<file path="src/rtl/lmul_issue_ctrl.sv">
// Purpose: sequences BF16 operand pairs through one LMUL unit, one start outstanding at a time.
// Latency: operand handshake -> start 1 cycle; result valid 1 cycle after lmul_ready is seen in WAIT.
// Backpressure: res_ready low holds the result in EMIT; no new operand is fetched until it drains.
//
// Ports:
//   clk, rst_n                       clock, async active-low reset
//   cmd_valid/cmd_ready/cmd_len      batch command (number of pairs, 0 allowed)
//   op_valid/op_ready/op_a/op_b      operand pair stream
//   lmul_start/lmul_a/lmul_b         request to the LMUL unit (operands held until result capture)
//   lmul_ready/lmul_out              unit result level and 32-bit result (product in [31:16])
//   res_valid/res_ready/res_data/res_last  BF16 product stream
//   busy, err_timeout                status; err_timeout is sticky until reset or next command
module lmul_issue_ctrl #(
    parameter int LEN_W   = 8,
    parameter int TIMEOUT = 15,
    parameter int CNT_W   = 4
) (
    input  logic             clk,
    input  logic             rst_n,
    input  logic             cmd_valid,
    output logic             cmd_ready,
    input  logic [LEN_W-1:0] cmd_len,
    input  logic             op_valid,
    output logic             op_ready,
    input  logic [15:0]      op_a,
    input  logic [15:0]      op_b,
    output logic             lmul_start,
    output logic [15:0]      lmul_a,
    output logic [15:0]      lmul_b,
    input  logic             lmul_ready,
    input  logic [31:0]      lmul_out,
    output logic             res_valid,
    input  logic             res_ready,
    output logic [15:0]      res_data,
    output logic             res_last,
    output logic             busy,
    output logic             err_timeout
);

    typedef enum logic [2:0] {
        S_IDLE,
        S_FETCH,
        S_ISSUE,
        S_WAIT,
        S_EMIT
    } state_t;

    localparam logic [CNT_W-1:0] TMO_LOAD = CNT_W'(TIMEOUT);
    localparam logic [LEN_W-1:0] LEN_ONE  = LEN_W'(1);

    state_t           state, state_nxt;
    logic [LEN_W-1:0] remaining, remaining_nxt;
    logic [CNT_W-1:0] tmo_cnt, tmo_cnt_nxt;
    logic [15:0]      lmul_a_nxt, lmul_b_nxt, res_data_nxt;
    logic             res_last_nxt, err_timeout_nxt;

    // The unit drives zeros in the low half; only the product half is used.
    logic unused_lmul_lo;
    assign unused_lmul_lo = ^lmul_out[15:0];

    // Handshake and status outputs are pure state decodes.
    assign cmd_ready  = (state == S_IDLE);
    assign op_ready   = (state == S_FETCH);
    assign lmul_start = (state == S_ISSUE);
    assign res_valid  = (state == S_EMIT);
    assign busy       = (state != S_IDLE);

    always_ff @(posedge clk or negedge rst_n) begin
        if (!rst_n) begin
            state       <= S_IDLE;
            remaining   <= '0;
            tmo_cnt     <= '0;
            lmul_a      <= '0;
            lmul_b      <= '0;
            res_data    <= '0;
            res_last    <= 1'b0;
            err_timeout <= 1'b0;
        end else begin
            state       <= state_nxt;
            remaining   <= remaining_nxt;
            tmo_cnt     <= tmo_cnt_nxt;
            lmul_a      <= lmul_a_nxt;
            lmul_b      <= lmul_b_nxt;
            res_data    <= res_data_nxt;
            res_last    <= res_last_nxt;
            err_timeout <= err_timeout_nxt;
        end
    end

    always_comb begin
        state_nxt       = state;
        remaining_nxt   = remaining;
        tmo_cnt_nxt     = tmo_cnt;
        lmul_a_nxt      = lmul_a;
        lmul_b_nxt      = lmul_b;
        res_data_nxt    = res_data;
        res_last_nxt    = res_last;
        err_timeout_nxt = err_timeout;

        unique case (state)
            S_IDLE: begin
                if (cmd_valid) begin
                    remaining_nxt   = cmd_len;
                    err_timeout_nxt = 1'b0;
                    if (cmd_len != '0) begin
                        state_nxt = S_FETCH;
                    end
                end
            end
            S_FETCH: begin
                if (op_valid) begin
                    lmul_a_nxt = op_a;
                    lmul_b_nxt = op_b;
                    state_nxt  = S_ISSUE;
                end
            end
            S_ISSUE: begin
                // lmul_ready here still reflects the previous operation, so it is not looked at.
                tmo_cnt_nxt = TMO_LOAD;
                state_nxt   = S_WAIT;
            end
            S_WAIT: begin
                if (lmul_ready) begin
                    res_data_nxt = lmul_out[31:16];
                    res_last_nxt = (remaining == LEN_ONE);
                    state_nxt    = S_EMIT;
                end else if (tmo_cnt == '0) begin
                    // Abandon the whole batch; the unit is considered dead.
                    err_timeout_nxt = 1'b1;
                    remaining_nxt   = '0;
                    state_nxt       = S_IDLE;
                end else begin
                    tmo_cnt_nxt = tmo_cnt - CNT_W'(1);
                end
            end
            S_EMIT: begin
                if (res_ready) begin
                    res_last_nxt  = 1'b0;
                    remaining_nxt = remaining - LEN_ONE;
                    state_nxt     = (remaining == LEN_ONE) ? S_IDLE : S_FETCH;
                end
            end
            default: begin
                state_nxt = S_IDLE;
            end
        endcase
    end

endmodule

</file>
<file path="config.mk">
export PLATFORM = sky130hd
export DESIGN_NAME = lmul_issue_ctrl
export DESIGN_NICKNAME = d
export VERILOG_FILES = /design/src/rtl/lmul_issue_ctrl.sv
export SDC_FILE = /design/constraint.sdc
export NUM_CORES = 1
export LEC_CHECK = 0
export ABC_AREA = 1
export CORE_MARGIN = 2
export CORE_UTILIZATION = 47
export CTS_BUF_LIST = sky130_fd_sc_hd__clkbuf_4 sky130_fd_sc_hd__clkbuf_8
export CTS_CLUSTER_DIAMETER = 120
export DETAILED_ROUTE_END_ITERATION = 16
export GPL_TIMING_DRIVEN = 0
export PLACE_DENSITY = 0.88
export SLEW_MARGIN = 15
export SYNTH_ARGS = -nofsm -noshare
export SYNTH_HDL_FRONTEND = slang
export SYNTH_SLANG_ARGS = --single-unit
</file>
<file path="constraint.sdc">
create_clock -name clk -period 2.92 [get_ports clk]
set_clock_uncertainty 0.15 [all_clocks]
set_input_delay 0.876 -clock clk [delete_from_list [all_inputs] [get_ports clk]]
set_output_delay 0.876 -clock clk [all_outputs]
set_load 0.02 [all_outputs]
</file>
Yosys cells after proc, flatten, opt, wreduce, memory -nomap -nowiden --
Index checks and enable logic that the tools add are counted.
Storage, ports and cells: register bits after elaboration 65, output and inout bits 55
Operators by class: add/subtract/negate cells 2, equality and inequality tests 14, mux-type cells 23, reduce and logical (&&, ||, !) cells 15
Operator list (count):
- 2-to-1 mux 8 bit | 4
- one-hot mux 8 bit (3 select lines) | 1
- 2-to-1 mux 3 bit | 6
- one-hot mux 3 bit (5 select lines) | 1
- inequality test 2 bit (second input constant) | 6
- AND reduction 5 bit | 2
- equality test 8 x 1 -> 1 bit (second input constant) | 1
- 2-to-1 mux 4 bit | 2
- one-hot mux 4 bit (2 select lines) | 1
- nonzero test 8 bit | 1
- subtractor 8 x 1 -> 8 bit (second input constant) | 1
- equality test 3 x 2 -> 1 bit (second input constant) | 2
- 2-to-1 mux 1 bit | 6
- AND reduction 3 bit | 2
- nonzero test 2 bit | 3
- nonzero test 3 bit | 2
- zero test 4 bit | 1
- inequality test 2 x 1 -> 1 bit (second input constant) | 2
- one-hot mux 1 bit (2 select lines) | 2
- AND reduction 2 bit | 2
- AND reduction 4 bit | 1
- subtractor 4 x 1 -> 4 bit (second input constant) | 1
- equality test 3 x 1 -> 1 bit (second input constant) | 1
- equality test 3 bit (second input constant) | 1
- other kinds (2) | 2

Logic depth before layout (Yosys ltp) --
depth after elaboration 4, mapped depth 10, depth with buffers taken out 10

Worst setup path after synthesis --
OpenSTA, ideal clock, no wires.
path kind reg-to-output, from reg state[0], to out busy, arrival 1137 ps, data required time 1894 ps, setup slack 757 ps, stages on the path, launching flop included 5, buffers on the path 0, cell sequence dfrtp_1 inv_2 nand2_1 nor2_1 inv_1
Between the ends: word-level cells in the longest chain between the ends 1
Ends and longest elaborated chain:
- start, declared | line 51 | state_t state, state_nxt;
- start signal, assigned | line 79 | state <= state_nxt;
- nonzero test 3 bit | line 66 | assign busy = (state != S_IDLE);
- end, declared | line 36 | output logic busy,
No other way between the ends.

Worst setup path in the final report --
from reg state[2], to out op_ready
Between the ends: word-level cells in the longest chain between the ends 1
Ends and longest elaborated chain:
- equality test 3 x 1 -> 1 bit | line 63 | assign op_ready = (state == S_FETCH);
- end, declared | line 24 | output logic op_ready,
No other way between the ends.

==> summary.md <==
| Metric | Value |
|---|---|
| Upper clock frequency limit | `358.9 MHz` |
| Mapped Area | `3047 µm²` |
| Total GRT Usage | `22.64%` |
| Congestion Overflow GR | `0` |
| # DRC | `0` |
| Starting Density | `48.26%` |
| Die footprint | `7142 µm²` |
| Wire length per cell | `13.15 µm` |
| Crit path capture type | `output port` |
| P_leak | `0.002332 µW` |
| Top cells by area, synth | `dfrtp_1 (53%), nand2_1 (20%), nand3_1 (8.2%)` |
| CTS Root Cell | `clkbuf_8` |
| Antenna diode count | `0` |
| Clock-pin slew on the worst setup and hold paths | `0.07 ns` |
| Core ar. | `6314 µm²` |
| Critical Path RT | `1.89 ns` |
| Critical Path Start Type | `register` |
| Clk buf depth | `2` |
| Count of cell types in the netlist | `27` |
| Synth async-reset ratio | `100.0%` |
| Final Cycle Share | `95.43%` |
| YS warnings | `0` |
| 1st-iter DRT viols | `116` |
| Vias per std cell | `4.939` |
| PD cells | `1052 nW/µm²` |
| Net count, final | `589` |
| Most used flip-flop cell after synthesis | `dfrtp_1` |
| Tmin final | `2.787 ns` |
| Clk Latency, worst-skew pair | `0.34 ns` |
| Area leader, netlist | `dfrtp_1` |
| Mapped Cells | `381` |
| Outcome | `completed` |
| Clock sink total | `65` |
| Initial antenna violation count | `0` |
| Top post-synthesis cells by count | `nand2_1 (165), dfrtp_1 (65), nand3_1 (50)` |
| Arrival time at the worst endpoint | `1.76 ns` |
| Largest net degree at the start of global routing | `63` |
| CTS Buf Count | `9` |
| Layout area overhead | `48.50%` |
| Register area share after synthesis | `53.39%` |
| Final Max Slew Viols | `0` |
| Mean Syn Cell Area | `7.997 µm²` |
| Yosys reg bits | `65` |
| Vias in the first global route | `2,889` |
| First-pass GRT wire length | `12.96 mm` |
| Std cell rows | `29` |
| CTS HTree Levels | `3` |
| Post-DP Area | `4319 µm²` |
| CTS tree | `done` |
| Post-DP HPWL | `5.589 mm` |
| Worst VDD drop | `0.0006461 V` |
| Via count | `2,914` |
| I/O pin total | `133` |
| Final non-filler cell total | `590` |
| Mapped Nets | `462` |
| Drt pass-1 iters | `5` |
| DIE HEIGHT | `84.51 µm` |
| Slew at the pin closest to its max-slew limit | `0.4204 ns` |
| Max-cap violations | `0` |
| CP Max Fanout | `10` |
| Post-Route WL | `7.757 mm` |
| Layout cell share with drive strength beyond 1 | `8.967%` |
| Worst min path class | `in2async` |
| Max_slew headroom | `71.97%` |
| Port bufs | `115` |
| Placed Cells | `574` |
| Hold Violations, Final | `0` |
| Setup violations, final | `0` |
| Worst Setup Path Type | `reg2out` |
| RSZ-0062 raised after global routing | `no` |
| Die width | `84.51 µm` |
| Yosys top cell area share | `53.39%` |
| Post-synth EDFFs | `0` |
| Final Instance Area | `4524 µm²` |
| Antenna Nets Post-Route | `0` |
| GPL Wtd Cong | `0.8492` |
| Most common cell in the synthesized netlist | `nand2_1` |
| # fillers | `500` |
[cells by family after synthesis]
group                      Yosys count  share of synthesized area [%]
and+or+nand+nor                    241                          33.18
DFF                                 65                          53.39
buffers and inverters               50                          7.474
AOI/OAI and AO/OA                   21                          4.436
adders and majority gates            3                          1.232
xor gates and xnor gates             1                         0.2875
[layout make-up]
| cell class | instances | area, µm² | area share, % |
|---|---|---|---|
| inverters | 36 | 145.1 | 3.208 |
| multi-input cells | 266 | 1195 | 26.41 |
| well taps | 77 | 96.34 | 2.129 |
| clock inverters | 4 | 33.78 | 0.7467 |
| flip-flops and latches | 65 | 1627 | 35.95 |
| plain buffers | 14 | 82.58 | 1.825 |
| repair buffers | 116 | 1180 | 26.08 |
| clock buffers | 12 | 165.2 | 3.650 |
[what timing repair did]
item | in CTS | in global routing
pin swaps | 0 | 0
gates resized for setup | 2 | 4
setup endpoints to repair | 2 | 4
hold buffers | 0 | 0
hold endpoints to repair | 0 | 0
setup buffers | 0 | 0
[stage by stage]
step	utilization [%]	hold WS [ns]	setup slack [ns]	setup TNS [ns]	total power, µW
finish	71.66	0.1799	0.1334	0	4762
detailed placement	68.41	0.3113	0.1958	0	4017
global route	71.66	0.1719	0.01016	0	5094
global placement	68.01	0.3034	-1.292	-83.78	3928
floorplan	-	0.2896	0.7573	0	2947
CTS	71.52	0.1707	0.02593	0	4785
[layout by cell type (no fill, tap or decap)]
| master | synthesis | final |
|---|---|---|
| nand2_1 | 165 | 165 |
| clkdlybuf4s50_1 | 0 | 110 |
| dfrtp_1 | 65 | 65 |
| nand3_1 | 50 | 50 |
| inv_1 | 32 | 32 |
| nor2_1 | 16 | 15 |
| clkbuf_8 | 0 | 12 |
| o21ai_0 | 7 | 7 |
| buf_2 | 6 | 6 |
| o22ai_1 | 6 | 6 |
| nand2_2 | 4 | 4 |
| clkbuf_1 | 4 | 4 |
| buf_4 | 2 | 3 |
| o21ai_2 | 3 | 3 |
| inv_6 | 1 | 3 |
| ha_1 | 3 | 3 |
| inv_2 | 2 | 2 |
| nor2_2 | 1 | 2 |
| nor2_4 | 2 | 2 |
| clkinv_4 | 1 | 2 |
| buf_6 | 2 | 2 |
| a21oi_1 | 2 | 2 |
| dlymetal6s2s_1 | 0 | 2 |
| nand3_2 | 1 | 1 |
| nand4_1 | 1 | 1 |
| nand2_4 | 1 | 1 |
| xnor2_1 | 1 | 1 |
| o211ai_1 | 1 | 1 |
| o31ai_2 | 1 | 1 |
| a31oi_1 | 1 | 1 |
| clkinvlp_4 | 0 | 1 |
| buf_16 | 0 | 1 |
| dlygate4sd2_1 | 0 | 1 |
| clkdlybuf4s15_1 | 0 | 1 |
[final timing paths]
| kind | start | to | slack [ns] | cells past startpoint |
|---|---|---|---|---|
| hold reg to reg | lmul_a[11]$_DFFE_PN0P_ | lmul_a[11]$_DFFE_PN0P_ | 0.33 | 2 |
| hold / removal | rst_n | remaining[2]$_DFFE_PN0P_ | 0.18 | 1 |
| max in group asynchronous | rst_n | lmul_b[3]$_DFFE_PN0P_ | 1.95 | 2 |
| setup / recovery | state[2]$_DFFE_PN0P_ | op_ready | 0.13 | 6 |
| min in group clk | lmul_a[11]$_DFFE_PN0P_ | lmul_a[11]$_DFFE_PN0P_ | 0.33 | 2 |
| setup reg to reg | tmo_cnt[0]$_DFFE_PN0P_ | remaining[5]$_DFFE_PN0P_ | 1.27 | 10 |
[critical path: stages, from the launching register on]
cell and delay, ns:
dfrtp_1 0.37, buf_4 0.17, nor2_1 0.11, nand2_1 0.09
inv_2 0.12, buf_2 0.23, clkdlybuf4s15_1 0.33
[power breakdown]
| group | total (µW) | leakage, µW | internal, µW | switching, µW |
|---|---|---|---|---|
| Combinational | 2460 | 0.00143 | 1050 | 1410 |
| Clock | 756 | 0.0000996 | 385 | 371 |
| Sequential | 1540 | 0.000803 | 1300 | 246 |
[sequential cells by signal, indices dropped and copies added (netlist names)]
signal       count
lmul_b          16
err_timeout      1
tmo_cnt          4
res_data        16
res_last         1
remaining        8
state            3
lmul_a          16
[per-layer routing]
metal  routed length [µm]  track usage, %  up-vias
li1                     -               -     1445
met1                 3281           28.18     1338
met2                 3643           36.44      120
met3                  732           7.866       11
met4                   99           8.802        0
met5                    0               0        -
No activity file was read; power rests on OpenSTA's default activity.
